===== config.mk =====
export PLATFORM = sky130hd
export DESIGN_NAME = txfifo
export DESIGN_NICKNAME = d
export VERILOG_FILES = /design/src/rtl/txfifo.sv
export SDC_FILE = /design/constraint.sdc
export NUM_CORES = 1
export LEC_CHECK = 0
export ABC_AREA = 1
export CORE_AREA = 5 5 112 114
export DETAILED_ROUTE_END_ITERATION = 10
export DIE_AREA = 0 0 117 119
export GPL_ROUTABILITY_DRIVEN = 0
export HOLD_SLACK_MARGIN = 0.1
export PLACE_DENSITY = 0.72
export REMOVE_ABC_BUFFERS = 1
export SYNTH_ARGS = -nofsm -noshare
export SYNTH_HDL_FRONTEND = slang
export SYNTH_SLANG_ARGS = --single-unit

===== constraint.sdc =====
create_clock -name clk -period 2.7 [get_ports clk]
set_input_delay 0.405 -clock clk [delete_from_list [all_inputs] [get_ports clk]]
set_output_delay 0.405 -clock clk [all_outputs]
set_load 0.02 [all_outputs]

===== src/rtl/txfifo.sv =====
// txfifo: byte FIFO between the character generator and the UART transmitter.
// The generator pushes bytes with an active-low write strobe. The transmitter
// pulls them with its native n_cs/n_rd handshake.
//
// Ports:
//   clk      in   system clock, rising edge
//   n_rst    in   asynchronous reset, active low
//   n_wr     in   write strobe, active low, one byte per cycle while low
//   wdata    in   byte to write
//   n_full   out  low while the FIFO holds DEPTH entries
//   n_cs     out  low while the FIFO holds at least one entry
//   data     out  head entry, 8'h00 when empty
//   n_rd     in   low when the transmitter is idle and takes a byte
//   count    out  number of stored entries, 0..DEPTH
//   overflow out  sticky, set by any write attempted while full
module txfifo #(
  parameter int DEPTH = 16,
  parameter int AW    = 4
) (
  input  logic          clk,
  input  logic          n_rst,
  input  logic          n_wr,
  input  logic [7:0]    wdata,
  output logic          n_full,
  output logic          n_cs,
  output logic [7:0]    data,
  input  logic          n_rd,
  output logic [AW:0]   count,
  output logic          overflow
);

  localparam logic [AW:0] FULL_CNT = (AW+1)'(DEPTH);

  logic [7:0]    mem [DEPTH];
  logic [AW-1:0] wp_reg;
  logic [AW-1:0] rp_reg;
  logic [AW:0]   count_reg;
  logic          overflow_reg;

  logic          is_full;
  logic          is_empty;
  logic          push;
  logic          pop;

  // Flags come from the registered count only, so there is no combinational
  // path from n_wr or n_rd to n_cs / n_full.
  assign is_full  = (count_reg == FULL_CNT);
  assign is_empty = (count_reg == '0);

  // A write while full is dropped even if a pop frees a slot on the same edge.
  assign push = ~n_wr & ~is_full;
  assign pop  = ~is_empty & ~n_rd;

  // Storage has no reset; only the pointers and the count define what is valid.
  always_ff @(posedge clk) begin
    if (push) begin
      mem[wp_reg] <= wdata;
    end
  end

  always_ff @(posedge clk or negedge n_rst) begin
    if (!n_rst) begin
      wp_reg       <= '0;
      rp_reg       <= '0;
      count_reg    <= '0;
      overflow_reg <= 1'b0;
    end else begin
      if (push) begin
        wp_reg <= wp_reg + 1'b1;
      end
      if (pop) begin
        rp_reg <= rp_reg + 1'b1;
      end
      if (push && !pop) begin
        count_reg <= count_reg + 1'b1;
      end else if (pop && !push) begin
        count_reg <= count_reg - 1'b1;
      end
      if (!n_wr && is_full) begin
        overflow_reg <= 1'b1;
      end
    end
  end

  assign n_cs     = is_empty;
  assign n_full   = ~is_full;
  assign count    = count_reg;
  assign overflow = overflow_reg;
  // The transmitter latches data on the pop edge, so the head is read
  // combinationally.
  assign data     = is_empty ? 8'h00 : mem[rp_reg];

endmodule


==> qor.yml, run 1 <==
io_buffers: 27
maxCapViolations: 0
cp_slowest_cell: "dfrtp_2"
grt_pass1_vias: 4099
postSynthAreaPerCell_um2: 11.1
synth-adder-area-share: 0.0217
worstSetupStartpoint: "rp_reg[0]"
synth_top_area_cell: "edfxtp_1"
p_leak_uw: 0.00279
cts_tree: "yes"
numCtsBuffers: 17
synth.top_cells.by_count: "nand2_1 (198), edfxtp_1 (128), nand3_1 (102)"
r2r-start: "count[0]"
rsz0062_at_grt: "false"
synthMuxAreaShare: 0
ant_nets: 0
synth.cell_area_um2: 6120
finalWirelength_mm: 13.7
yosysUniqueCellTypes: 21
core_um2: 11300
synth_xor_area_frac: 0.0143
cts_setup_buffers: 0
vias: 4106
crit_arrival_ps: 2180
ys.flop_type: "edfxtp_1"
cts_root_buf: "clkbuf_16"
critPathKind: "flop to output pin"
status: "completed"
worst_pin_slew_ps: 782
synthCells: 549
synth.top_cell.area_share: 0.628
synth_top_family_by_area: "simple AND/OR/NAND/NOR gates"
start_util: 0.541
tns_ps: 0
end_kind: "output pin"
final_max_slew_viol_count: 0
die_h_um: 119
dr.pass1.iters: 5
placed_area_um2: 6580
ys_seq_area_frac: 0.685
clock_path_buffers: 2
synth_edf_count: 128
path_clk_slew_ps: 60
ys_seq_elements: 142
drc: 0
slew_headroom: 0.477
grt_overflow: 0
crit_top_cell: "nand2_1"
grt_usage: 0.209
grt_max_degree: 51
hold_viol_final: 0
synth.area.top_cells: "edfxtp_1 (63%), nand2_1 (12%), nand3_1 (8.3%)"
clk_latency_ps: 420
antenna_found_initial: 0
slowest_delay_ps: 440
setup.worst_path.start_class: "flop"
io_pins: 28
via_per_inst: 5.52
cp_max_fo: 29
die_x_um: 117
fin_nets: 610
dieArea_um2: 13900
synthSimpleGateAreaFrac: 0.222
cts_hold_buffers: 0
yosys_warnings: 0
synth-compound-area-share: 0.0127
drt_iter0_drc: 487
finalCriticalPeriod_ps: 2590
fin_hold_ws_ps: 419
grt_pass1_wl_mm: 21.6
p_per_area_nw_per_um2: 1170
ys_async_sr_fraction: 0.0986
hpwl_mm: 8.27
cts_sinks: 142
hp-class: "primary input to asynchronous set/reset pin"
finalClockSkew_ps: 10.2
area_delta_synth_final_pct: 17.5
period_share: 0.958
yosysMostFrequentCell: "nand2_1"
layout-drive-gt1-share: 0.108
cts.htree.levels: 4
crit_chain: "inv_2 -> buf_12 -> nand2_1 -> nand3_1 -> nand3_1 -> nand2_1 -> nand2_1 -> a21oi_1 -> dlygate4sd2_1"
diodes: 0
largest_reg_flops: 128
vdd_drop_max_v: 0.000835
postLayoutCellArea_um2: 7190
timing.fmax_mhz: 387
required_ps: 2300
wire_per_inst_um: 18.5
rows: 39
finalSetupViolCount: 0
-- layer usage --
metal  wire length [um]  up-vias  global-route usage  share of wire
li1                   -     1956                   -              -
met1               5770     1981               0.283           0.42
met2               6770      137               0.328           0.49
met3                871       32              0.0507          0.063
met4                321        0              0.0803          0.023
met5                  0        -                   0              0
-- logic make-up (layout without fill, tap and decap cells) --
kind of cell               count (synthesis)  after routing
and+or+nand+nor                          326            326
DFF                                      142            142
buffers and inverters                     46             98
AOI/OAI and AO/OA                         15             15
adders and majority gates                 10             10
xor gates and xnor gates                  10             10
-- area by class of cell --
cell class                      count  area [um^2]
Clock buffer                       23          564
Clock inverter                      9         60.1
Fill cell                         883         4130
Inverter                           18         67.6
Multi-Input combinational cell    361         1660
Sequential cell                   142         4200
Tap cell                          143          179
Timing Repair Buffer               48          465
-- metrics by stage --
stage          setup WS, ps  instances  total power (uW)  utilization
4_1_cts                 109        744              8400        0.635
6_report                114        744              8380        0.635
3_5_place_dp            232        712              6130        0.581
5_1_grt                5.96        744              8860        0.635
2_1_floorplan          -219        521              4790            -
3_3_place_gp            280        712              6030        0.581
-- layout by cell type, fill, tap and decap left out, drive strengths merged, types with 2 or more instances in the layout --
| cell | instances |
|---|---|
| o21ai | 4 |
| nand3 | 102 |
| ha | 9 |
| clkdlybuf4s50 | 19 |
| dfrtp | 14 |
| xnor2 | 2 |
| a21oi | 10 |
| clkbuf | 24 |
| clkinv | 4 |
| nand2 | 199 |
| edfxtp | 128 |
| buf | 21 |
| nor2 | 25 |
| xor2 | 8 |
| dlygate4sd2 | 6 |
| inv | 23 |
-- power by group --
part	leakage, uW	total (uW)	internal (uW)	switching, uW
combinational	0.00116	3150	1090	2060
sequential	0.00132	2860	2680	180
clock	0.000317	2360	1480	884
total	0.00279	8380	5260	3120
-- worst paths after layout --
path                       slack [ps]   endpoint  cells past startpoint
setup / recovery                  110    data[7]                      9
hold / removal                    420   count[1]                      1
setup reg to reg                  380   count[4]                     15
hold reg to reg                   490   overflow                      1
max in group asynchronous        1770  rp_reg[0]                      1
min in group clk                  490   overflow                      1
-- what timing repair did --
action | in CTS | in global routing
hold endpoints to repair | 0 | 0
setup endpoints to repair | 8 | 2
resized for setup | 8 | 3
-- worst max-delay path: cells and delay by family, from the launching register on --
family	cells	cell delay [ps]
AOI/OAI and AO/OA	1	210
buffers and inverters	3	670
and+or+nand+nor	5	440
DFF	1	440
Power figures use the tool's default switching activity.
==> run 2, diff against run 1 <==
--- a/config.mk
+++ b/config.mk
@@ -13,6 +13,7 @@
 export HOLD_SLACK_MARGIN = 0.1
 export PLACE_DENSITY = 0.72
 export REMOVE_ABC_BUFFERS = 1
+export SLEW_MARGIN = 25
 export SYNTH_ARGS = -nofsm -noshare
 export SYNTH_HDL_FRONTEND = slang
 export SYNTH_SLANG_ARGS = --single-unit
==> results of run 2 <==
Final layout, timing and power as in run 1 (identical DEF).
